File: src/rtl/uart_tx_btn.sv
// Button-triggered UART transmitter: rising edge on btn[0] latches sw and sends it as an 8N1 frame on tx.
// Define UART_TX_PARITY_EN to insert an even-parity bit between the data and stop bits.
module uart_tx_btn #(
    parameter int unsigned CLKS_PER_BIT = 5208,
    parameter int unsigned CNT_W        = 16
) (
    input  logic       cclk,
    input  logic       clr,
    input  logic [3:0] btn,
    input  logic [7:0] sw,
    output logic       tx,
    output logic       busy,
    output logic       done
);

`ifdef UART_TX_PARITY_EN
    typedef enum logic [2:0] {S_IDLE, S_START, S_DATA, S_PARITY, S_STOP} state_t;
`else
    typedef enum logic [1:0] {S_IDLE, S_START, S_DATA, S_STOP} state_t;
`endif

    localparam logic [CNT_W-1:0] LAST_CNT = CNT_W'(CLKS_PER_BIT - 1);

    state_t           r_state;
    logic [CNT_W-1:0] r_cnt;
    logic [2:0]       r_bit_idx;
    logic [7:0]       r_shreg;
    logic             r_btn_q;
    logic             r_tx;
    logic             r_busy;
    logic             r_done;
`ifdef UART_TX_PARITY_EN
    logic             r_par;
`endif

    logic w_trig;
    logic w_last;
    logic w_unused;

    assign w_trig   = btn[0] & ~r_btn_q;
    assign w_last   = (r_cnt == LAST_CNT);
    assign w_unused = &{1'b0, btn[3:1]};

    assign tx   = r_tx;
    assign busy = r_busy;
    assign done = r_done;

    // r_btn_q resets high so a button held through reset release cannot start a frame.
    always_ff @(posedge cclk or negedge clr) begin
        if (!clr) begin
            r_state   <= S_IDLE;
            r_cnt     <= '0;
            r_bit_idx <= '0;
            r_shreg   <= '0;
            r_btn_q   <= 1'b1;
            r_tx      <= 1'b1;
            r_busy    <= 1'b0;
            r_done    <= 1'b0;
`ifdef UART_TX_PARITY_EN
            r_par     <= 1'b0;
`endif
        end else begin
            r_btn_q <= btn[0];
            r_done  <= 1'b0;
            case (r_state)
                S_IDLE: begin
                    r_tx   <= 1'b1;
                    r_busy <= 1'b0;
                    // A trigger coinciding with the done pulse is dropped.
                    if (w_trig && !r_done) begin
                        r_shreg <= sw;
                        r_cnt   <= '0;
                        r_tx    <= 1'b0;
                        r_busy  <= 1'b1;
                        r_state <= S_START;
`ifdef UART_TX_PARITY_EN
                        r_par   <= ^sw;
`endif
                    end
                end
                S_START: begin
                    if (w_last) begin
                        r_cnt     <= '0;
                        r_bit_idx <= '0;
                        r_tx      <= r_shreg[0];
                        r_state   <= S_DATA;
                    end else begin
                        r_cnt <= r_cnt + 1'b1;
                    end
                end
                S_DATA: begin
                    if (w_last) begin
                        r_cnt <= '0;
                        if (r_bit_idx == 3'd7) begin
`ifdef UART_TX_PARITY_EN
                            r_tx    <= r_par;
                            r_state <= S_PARITY;
`else
                            r_tx    <= 1'b1;
                            r_state <= S_STOP;
`endif
                        end else begin
                            r_bit_idx <= r_bit_idx + 3'd1;
                            r_shreg   <= {1'b0, r_shreg[7:1]};
                            r_tx      <= r_shreg[1];
                        end
                    end else begin
                        r_cnt <= r_cnt + 1'b1;
                    end
                end
`ifdef UART_TX_PARITY_EN
                S_PARITY: begin
                    if (w_last) begin
                        r_cnt   <= '0;
                        r_tx    <= 1'b1;
                        r_state <= S_STOP;
                    end else begin
                        r_cnt <= r_cnt + 1'b1;
                    end
                end
`endif
                S_STOP: begin
                    if (w_last) begin
                        r_cnt   <= '0;
                        r_done  <= 1'b1;
                        r_busy  <= 1'b0;
                        r_state <= S_IDLE;
                    end else begin
                        r_cnt <= r_cnt + 1'b1;
                    end
                end
                default: begin
                    r_tx    <= 1'b1;
                    r_busy  <= 1'b0;
                    r_state <= S_IDLE;
                end
            endcase
        end
    end

endmodule
File: config.mk
export PLATFORM = sky130hd
export DESIGN_NAME = uart_tx_btn
export DESIGN_NICKNAME = d
export VERILOG_FILES = /design/src/rtl/uart_tx_btn.sv
export SDC_FILE = /design/constraint.sdc
export NUM_CORES = 1
export LEC_CHECK = 0
export CAP_MARGIN = 0
export CORE_MARGIN = 3
export CORE_UTILIZATION = 50
export CTS_BUF_LIST = sky130_fd_sc_hd__clkbuf_8 sky130_fd_sc_hd__clkbuf_16
export DETAILED_ROUTE_END_ITERATION = 8
export HOLD_SLACK_MARGIN = 0.12
export PLACE_DENSITY = 0.72
export SYNTH_ARGS = -nofsm -noshare
export SYNTH_HDL_FRONTEND = slang
export SYNTH_SLANG_ARGS = --single-unit
File: constraint.sdc
create_clock -name cclk -period 2.5 [get_ports cclk]
set_input_delay 0.75 -clock cclk [delete_from_list [all_inputs] [get_ports cclk]]
set_output_delay 0.75 -clock cclk [all_outputs]
set_load 0.1 [all_outputs]
==> impl_metrics.env <==
export IMPL_n_fill_cell=319
export IMPL_crit_path_end_kind="register"
export IMPL_syn_cell_area_sq_um=2059
export IMPL_grtUsageTotal_pct=21.77
export IMPL_cts_buffers_inserted=5
export IMPL_peakVddDrop_uv=389.9
export IMPL_ys_warn_count=0
export IMPL_firstDrtPassIters=4
export IMPL_ys_types=51
export IMPL_critPathMaxFanout=7
export IMPL_setup_violations_final=0
export IMPL_synth_seq_cells=33
export IMPL_syn_inst=217
export IMPL_die_area_sq_um=4925
export IMPL_leakagePower_nw=0.9651
export IMPL_synth_edf_count=0
export IMPL_wl_per_cell_microns=17.07
export IMPL_status="finished, final reports clean"
export IMPL_crit_top_cell="buf_4"
export IMPL_avgSynthCellArea_sq_um=9.491
export IMPL_clk_latency_ns=0.29
export IMPL_dieWidth_microns=70.18
export IMPL_multi_input_area_sq_um=1106
export IMPL_ios=17
export IMPL_cts_resized=0
export IMPL_critPathTopFamily="buffers and inverters"
export IMPL_cts_hold_buf=0
export IMPL_r2r_start="r_cnt[0]$_DFFE_PN0P_"
export IMPL_antenna_cells=0
export IMPL_slowest_stage="nor2_1"
export IMPL_final_util_pct=61.22
export IMPL_grt_overflow_total=0
export IMPL_dpl_hpwl_microns=3440
export IMPL_drc=0
export IMPL_worst_pin_slew_ns=0.6188
export IMPL_antenna_found_initial=0
export IMPL_row_count=22
export IMPL_drtAntennaViolNets=0
export IMPL_routabilityCongestion=0.8545
export IMPL_ys_seq_area_share_pct=40.22
export IMPL_grt_pass1_vias=1782
export IMPL_path_clk_slew_ns=0.07
export IMPL_synth_async_sr_flop_share_pct=100.0
export IMPL_skew_ns=0.004657
export IMPL_max_slew_margin_pct=58.75
export IMPL_required_ns=2.70
export IMPL_postCtsSetupRepairBufs=0
export IMPL_finalCritPeriodShare_pct=87.61
export IMPL_critPathBufInv=3
export IMPL_layout_nets=257
export IMPL_setup_worst_path_end="r_cnt[8]$_DFFE_PN0P_"
export IMPL_worstRegToRegCells=6
export IMPL_die_h_microns=70.18
export IMPL_cp_slowest_stage_delay_ns=0.44
export IMPL_clock_sinks=33
export IMPL_path_depth=7
export IMPL_grt_max_degree=34
export IMPL_start_util_pct=53.83
export IMPL_drive_gt1_share_pct=15.25
export IMPL_wirelength_microns=4849
export IMPL_drt_iter0_drc=263
export IMPL_start_kind="input port"
export IMPL_clock_path_buffers=2
export IMPL_powerDensity_nw_per_um2=451.1
export IMPL_r2r_slack_ns=0.39
export IMPL_synth_ff_type="dfrtp_1"
export IMPL_fmax_mhz=456.5
export IMPL_viasPerCell=6.458
export IMPL_root_buffer="clkbuf_8"
export IMPL_fin_tns_setup_ns=0
export IMPL_crit_type="input port to register"
export IMPL_core_area_sq_um=3826
export IMPL_grt_pass1_wl_microns=8521
export IMPL_layout_area_overhead_vs_synth_pct=13.73
export IMPL_timing_hold_ws_ns=0.5159
export IMPL_seqCellArea_sq_um=828.3
export IMPL_routed_via_count=1834
export IMPL_crit_chain="clkdlybuf4s50_1, nor3b_1, buf_4, nor2_1, buf_4, a31oi_1, o21ai_0"
export IMPL_synth_nets=239
export IMPL_portBuffers=13
export IMPL_cp_arrival_ns=2.39
export IMPL_hold_violations=0
export IMPL_cts_tree="done"
export IMPL_rsz0062_at_grt="false"
export IMPL_critical_path_startpoint="btn[0]"
export IMPL_cts_htree_levels=2
export IMPL_reg2reg_to="r_bit_idx[2]$_DFFE_PN0P_"
export IMPL_post_route_min_period_ns=2.190
export IMPL_hold_class="register to register"
export IMPL_drv_cap=0
export IMPL_drv_slew=0
==> per-layer routing <==
| layer | vias up | part of all wire, % | global-route usage [%] |
|---|---|---|---|
| met1 | 912 | 46 | 29.89 |
| met5 | - | 0 | 0 |
| met3 | 9 | 4.8 | 4.748 |
| met2 | 44 | 47 | 32.84 |
| met4 | 0 | 2.2 | 9.574 |
| li1 | 869 | - | - |
==> how the worst min path moves through the flow <==
stage / to / cells past startpoint / startpoint / slack [ns]
floorplan: busy$_DFFE_PN0P_ / 0 / clr / 0.45
global placement: r_shreg[4]$_DFFE_PN0P_ / 2 / r_shreg[4]$_DFFE_PN0P_ / 0.49
detailed placement: r_shreg[2]$_DFFE_PN0P_ / 2 / r_shreg[2]$_DFFE_PN0P_ / 0.50
CTS: r_shreg[2]$_DFFE_PN0P_ / 2 / r_shreg[2]$_DFFE_PN0P_ / 0.51
global route: r_shreg[2]$_DFFE_PN0P_ / 2 / r_shreg[2]$_DFFE_PN0P_ / 0.54
finish: r_shreg[2]$_DFFE_PN0P_ / 2 / r_shreg[2]$_DFFE_PN0P_ / 0.52
==> tightest hold or removal path: stages, from the launching register on <==
cell      delay (ns)
dfrtp_1         0.35
nand2_1         0.05
o211ai_1        0.08
==> cell type report <==
class / count / area share, %
clock buffer: 5 / 2.938
clock inverter: 3 / 0.7479
inverter: 11 / 1.763
multi-input combinational: 158 / 47.22
sequential: 33 / 35.36
tap: 48 / 2.564
timing repair buffer: 26 / 9.402
==> report_power, final <==
| part | switching (W) | internal, W | total (W) |
|---|---|---|---|
| combinational | 0.0000359 | 0.0000375 | 0.0000734 |
| sequential | 0.0000340 | 0.000554 | 0.000588 |
| clock | 0.000204 | 0.000192 | 0.000396 |
==> cell usage in the layout (no fill, tap or decap), types with 5 or more instances in the layout <==
cell type / netlist / routed
buf_4: 2 / 16
inv_1: 11 / 11
nand3_1: 8 / 8
o41a_1: 7 / 7
clkdlybuf4s50_1: 0 / 10
o21ai_0: 6 / 6
o211ai_1: 7 / 7
nand2_1: 23 / 23
nand4_1: 11 / 11
nor3_1: 7 / 7
o31ai_1: 5 / 5
clkbuf_8: 0 / 5
nor2_1: 10 / 10
a22o_1: 6 / 6
ha_1: 8 / 8
dfrtp_1: 31 / 31
a31oi_1: 10 / 10
==> logic make-up (layout without fill, tap and decap cells) <==
group                    count (synthesis)  after routing  synth area share (%)
AND/OR/NAND/NOR                         90             90                 24.67
AO/OA/AOI/OAI                           54             54                 21.08
flip-flops                              33             33                 40.22
buffers and inverters                   26             45                 6.075
adder cells (fa/ha/maj)                  8              8                 4.860
multiplexers                             6              6                 3.098
==> through the flow <==
stage	area [sq um]	total power [W]	setup slack [ns]	instances
after floorplan	2059	0.0006231	0.3840	217
after global placement	2256	0.0006639	0.1235	276
after detailed placement	2256	0.0006698	0.01301	276
after CTS	2342	0.001067	0.2799	284
after global routing	2342	0.001109	0.2087	284
final	2342	0.001057	0.3096	284
==> sequential cells by signal, indices dropped and copies added (netlist names) <==
name and count:
busy 1, r_state 2, tx 1, r_bit_idx 3
done 1, r_shreg 8, r_cnt 16, r_btn_q 1
==> cells in the mapped netlist (3+ instances only) <==
cell type / instances / share of area [%]
clkbuf_1: 7 / 1.3
nor4b_1: 3 / 1.3
or4_1: 4 / 1.5
o211ai_1: 7 / 2.6
nand3_1: 8 / 1.9
or2_2: 3 / 0.91
o31ai_1: 5 / 1.8
nor2b_1: 4 / 1.2
a31oi_1: 10 / 3.0
nor2_1: 10 / 1.8
o21ai_0: 6 / 1.5
nand4_1: 11 / 3.3
mux2_2: 3 / 1.6
o41a_1: 7 / 3.8
mux2i_1: 3 / 1.5
inv_1: 11 / 2.0
nand2_1: 23 / 4.2
nor3_1: 7 / 1.7
or3_1: 4 / 1.2
dfrtp_1: 31 / 38
ha_1: 8 / 4.9
a22o_1: 6 / 2.6
No activity file was read; power rests on OpenSTA's default activity.
